==> config.mk <==
export PLATFORM = sky130hd
export DESIGN_NAME = serial_sub16
export DESIGN_NICKNAME = d
export VERILOG_FILES = /design/src/rtl/serial_sub16.sv
export SDC_FILE = /design/constraint.sdc
export NUM_CORES = 1
export LEC_CHECK = 0
export ABC_AREA = 1
export CAP_MARGIN = 5
export CORE_MARGIN = 2
export CORE_UTILIZATION = 49
export CTS_CLUSTER_SIZE = 20
export DETAILED_ROUTE_END_ITERATION = 16
export PLACE_DENSITY = 0.75
export SETUP_SLACK_MARGIN = 0.1
export SLEW_MARGIN = 15
export SYNTH_ARGS = -nofsm -noshare
export SYNTH_HDL_FRONTEND = slang
export SYNTH_SLANG_ARGS = --single-unit
==> constraint.sdc <==
create_clock -name clk -period 1.6 [get_ports clk]
set_input_delay 0.16 -clock clk [delete_from_list [all_inputs] [get_ports clk]]
set_output_delay 0.16 -clock clk [all_outputs]
set_load 0.005 [all_outputs]
==> src/rtl/serial_sub16.sv <==
// serial_sub16: bit-serial two's-complement subtractor, D = A - B - Bin.
// One full-adder slice per cycle computes A + ~B + ~Bin LSB-first with a
// registered carry. Start/done handshake; the result is held until the
// next accepted start completes.
module serial_sub16 #(
  parameter int WIDTH = 16
) (
  input  logic             clk,
  input  logic             rst_n,
  input  logic             start,
  input  logic [WIDTH-1:0] A,
  input  logic [WIDTH-1:0] B,
  input  logic             Bin,
  output logic [WIDTH-1:0] D,
  output logic             Bout,
  output logic             ovf,
  output logic             busy,
  output logic             done
);

  localparam int CNT_W = (WIDTH > 1) ? $clog2(WIDTH) : 1;
  localparam logic [CNT_W-1:0] LAST_BIT = CNT_W'(WIDTH - 1);

  typedef enum logic {IDLE, RUN} state_t;

  state_t           state, state_next;
  logic [WIDTH-1:0] a_sr, b_sr, diff_sr;
  logic             carry;
  logic [CNT_W-1:0] cnt;

  // Full-adder slice on the current LSBs; the subtrahend bit is inverted.
  logic bit_a, bit_nb, sum_bit, carry_out, last;
  assign bit_a     = a_sr[0];
  assign bit_nb    = ~b_sr[0];
  assign sum_bit   = bit_a ^ bit_nb ^ carry;
  assign carry_out = (bit_a & bit_nb) | (bit_a & carry) | (bit_nb & carry);
  assign last      = (cnt == LAST_BIT);

  // State register.
  // NOTE: sequential state uses non-blocking assignments so every flop
  // samples the pre-edge values of its inputs, regardless of block order.
  always_ff @(posedge clk or negedge rst_n) begin
    if (!rst_n) state <= IDLE;
    else        state <= state_next;
  end

  // Next-state logic: accept start only when idle, leave RUN after the MSB.
  // NOTE: the default assignment first keeps this block free of latches.
  always_comb begin
    state_next = state;
    unique case (state)
      IDLE: if (start) state_next = RUN;
      RUN:  if (last)  state_next = IDLE;
      default:         state_next = IDLE;
    endcase
  end

  // Output logic: busy is purely a function of the state.
  always_comb begin
    busy = (state == RUN);
  end

  // Datapath: operand capture, one bit per cycle, result and done update.
  // NOTE: the shift registers are plain flops, not a memory, so they are
  // cleared on reset together with the rest of the state.
  always_ff @(posedge clk or negedge rst_n) begin
    if (!rst_n) begin
      a_sr    <= '0;
      b_sr    <= '0;
      diff_sr <= '0;
      carry   <= 1'b0;
      cnt     <= '0;
      D       <= '0;
      Bout    <= 1'b0;
      ovf     <= 1'b0;
      done    <= 1'b0;
    end else begin
      done <= 1'b0;
      if (state == IDLE) begin
        if (start) begin
          a_sr  <= A;
          b_sr  <= B;
          carry <= ~Bin;
          cnt   <= '0;
        end
      end else begin
        a_sr    <= a_sr >> 1;
        b_sr    <= b_sr >> 1;
        diff_sr <= {sum_bit, diff_sr[WIDTH-1:1]};
        carry   <= carry_out;
        cnt     <= cnt + CNT_W'(1);
        if (last) begin
          // carry currently holds the carry into the MSB slice.
          D    <= {sum_bit, diff_sr[WIDTH-1:1]};
          Bout <= ~carry_out;
          ovf  <= carry ^ carry_out;
          done <= 1'b1;
        end
      end
    end
  end

endmodule

==> flow_metrics.py <==
metrics = {
    "critical_path": {
        "crit_buf_inv": 1,
        "critPathMaxFanout": 2,
        "worstRegToRegCells": 6,
        "cpPeakStageDelay_ns": 0.51,
        "critPathSlowestCell": "clkdlybuf4s50_1",
        "cpLargestDelayFamily": "buffers and inverters",
        "cp-end-kind": "primary output",
        "cp.required_ns": 1.44,
        "cp_cell_sequence": "clkdlybuf4s50_1",
        "cp.arrival_ns": 1.21,
        "rrSetupSlack_ns": 0.27,
        "timing.rr.end": "a_sr[2]",
        "path_class": "flip-flop to primary output",
        "timing.rr.start": "busy",
        "critPathLaunchType": "flip-flop",
    },
    "route": {
        "first_pass_iters": 4,
        "routed_wl_mm": 5.93,
        "vias": 2403,
        "drtAntennaViolNets": 0,
        "route.detailed.vias_per_inst": 4.87,
        "post_drt_wl_per_cell_um": 12.0,
        "drc": 0,
        "drt_iter0_markers": 161,
    },
    "clock_tree": {
        "cts_buffer_depth": 2,
        "cts-root-buf": "clkbuf_8",
        "h-tree-depth": 3,
        "worstSkewPairLatency_ns": 0.34,
        "clk_pin_slew_ns": 0.07,
        "cts_tree": "built",
        "cts_resized": 0,
        "cts_made_buffers": 9,
        "cts_sinks": 72,
    },
    "global_routing": {
        "busiest_layer": "met2",
        "use_met2_pct": 31.4,
        "use_met1_pct": 24.5,
        "grt_max_degree": 43,
        "grt_pass1_wl_mm": 10.5,
        "overflow": 0,
        "antenna_found_initial": 0,
        "gr-usage-met3_pct": 4.25,
        "grt_pass1_vias": 2278,
        "track_usage_pct": 19.1,
    },
    "sta": {
        "setup_ws_ns": 0.226,
        "fin_setup_tns_ns": 0,
        "worst_slew_pin_slew_ns": 0.525,
        "fmax_ghz": 0.728,
        "final_max_slew_viol_count": 0,
        "period_share_pct": 85.9,
        "grt_setup_unrepaired": "no",
        "setup_violations": 0,
        "final.min_clock_period_ns": 1.37,
        "slew_headroom_pct": 65.0,
        "hold_violations": 0,
        "skew_ns": 0.00556,
    },
    "logic_synthesis": {
        "synth-edff-count": 0,
        "yosysTopAreaCell": "dfrtp_1",
        "synth_top_area_share_pct": 58.2,
        "synth_area_per_cell_um2": 8.77,
        "synth-xor-area-share_pct": 0,
        "ys_top_cells_by_area": "dfrtp_1 58%, nand2_1 23%, nand3_1 4.2%",
        "synth-compound-area-share_pct": 3.56,
        "ys_seq_elements": 72,
        "syn_nets": 391,
        "syn_area_um2": 3100,
        "async_flop_share_pct": 100,
        "synth_most_common_cell": "nand2_1",
        "synth_simple_gate_area_share_pct": 31.6,
        "ys_seq_area_share_pct": 58.2,
        "synth_top_family_by_area": "simple AND/OR/NAND/NOR gates",
        "yosys-top-cells-count": "188 x nand2_1, 72 x dfrtp_1, 26 x nand3_1",
        "synthMuxAreaShare_pct": 0,
        "synthDistinctLibCells": 20,
        "synthCells": 353,
        "synthAdderAreaFrac_pct": 1.05,
        "dominantRegCellSynth": "dfrtp_1",
        "yosys_warnings": 0,
    },
    "place": {
        "dp_hpwl_mm": 4.07,
        "gp_congestion": 0.775,
        "numPortBuffers": 55,
        "post-place-ws_ns": 0.175,
    },
    "cells_and_area": {
        "layout.nets": 454,
        "antennaDiodeCount": 0,
        "syn_to_final_growth_pct": 25.7,
        "drive_gt1_share_pct": 10.0,
    },
    "power": {
        "leakage_nw": 1.99,
        "vdd_drop_max_uv": 770,
        "powerDensity_nw_per_um2": 1730,
    },
    "job": {
        "max_cap_violations": 0,
    },
    "die": {
        "pin_count": 56,
        "row_count": 28,
        "dieArea_um2": 6970,
        "start_util_pct": 51.4,
        "core_area_um2": 6030,
        "fp.dieH_um": 83.5,
        "die_w_um": 83.5,
    },
    "status": {
        "outcome": "completed",
    },
    "min_path": {
        "min_path_type": "primary input to asynchronous set/reset pin",
    },
}
[final cells by class]
cell class,instances,area (um^2)
Fill cell,536,2130
Multi-Input combinational cell,253,1120
Clock buffer,12,155
Tap cell,75,93.8
Timing Repair Buffer,70,676
Clock inverter,1,5.00
Inverter,10,37.5
Sequential cell,72,1800
[logic make-up (layout without fill, tap and decap cells)]
logic type | after synthesis | count (layout)
AND/OR/NAND/NOR | 229 | 229
flip-flops | 72 | 72
buffers and inverters | 28 | 93
AO/OA/AOI/OAI | 22 | 22
adder cells (fa/ha/maj) | 2 | 2
[registers in the layout, summed over array words and instances, names as in the netlist]
signal / count
busy: 1
D: 16
a_sr: 16
Bout: 1
ovf: 1
cnt: 4
diff_sr: 15
done: 1
b_sr: 16
carry: 1
[metal layers]
layer	vias to the layer above	wire [um]
li1	1222	-
met1	1112	2650
met2	57	2920
met3	12	249
met4	0	107
met5	-	0
[cell usage in the layout (no fill, tap or decap)]
cell             instances
o21ai_0                 21
nand3_2                  7
inv_1                    8
inv_2                    2
buf_4                   14
nand2_2                  2
clkbuf_1                 1
nor2_2                   1
nor2_1                   2
dfrtp_1                 71
buf_12                   1
dfrtp_2                  1
or2_0                    1
ha_1                     1
dlygate4sd3_1            1
a21oi_1                  1
clkbuf_8                11
fa_1                     1
clkinv_2                 1
nand3_1                 26
clkdlybuf4s50_1         54
nor2_8                   2
nand2_1                188
[stage by stage]
stage | utilization, % | instance area [um^2] | hold slack [ns] | instances | power [mW]
floorplan | - | 3100 | -0.136 | 353 | 4.61
global placement | 61.6 | 3710 | 0.172 | 478 | 5.43
detailed placement | 61.6 | 3710 | 0.179 | 478 | 5.57
CTS | 64.6 | 3890 | 0.337 | 493 | 6.82
global route | 64.6 | 3890 | 0.371 | 493 | 7.33
finish | 64.6 | 3890 | 0.342 | 493 | 6.73
[worst max-delay path by stage]
stage	start	to	cells after the start
detailed placement	start	a_sr[2]	6
global route	D[4]	D[4]	1
global placement	start	b_sr[11]	6
CTS	busy	busy	1
floorplan	a_sr[0]	ovf	5
finish	ovf	ovf	1
[report_power, final]
| group | total, mW | internal, mW | switching, mW |
|---|---|---|---|
| sequential | 3.01 | 2.57 | 0.434 |
| clock | 1.22 | 0.620 | 0.604 |
| combinational | 2.50 | 1.16 | 1.34 |
| total | 6.73 | 4.35 | 2.38 |
[repair_timing]
item,CTS,global route
hold buffers,1,0
buffers inserted,1,0
endpoints found under the hold margin,39,0
setup endpoints to repair,1,0
(Power assumes the default switching activity.)
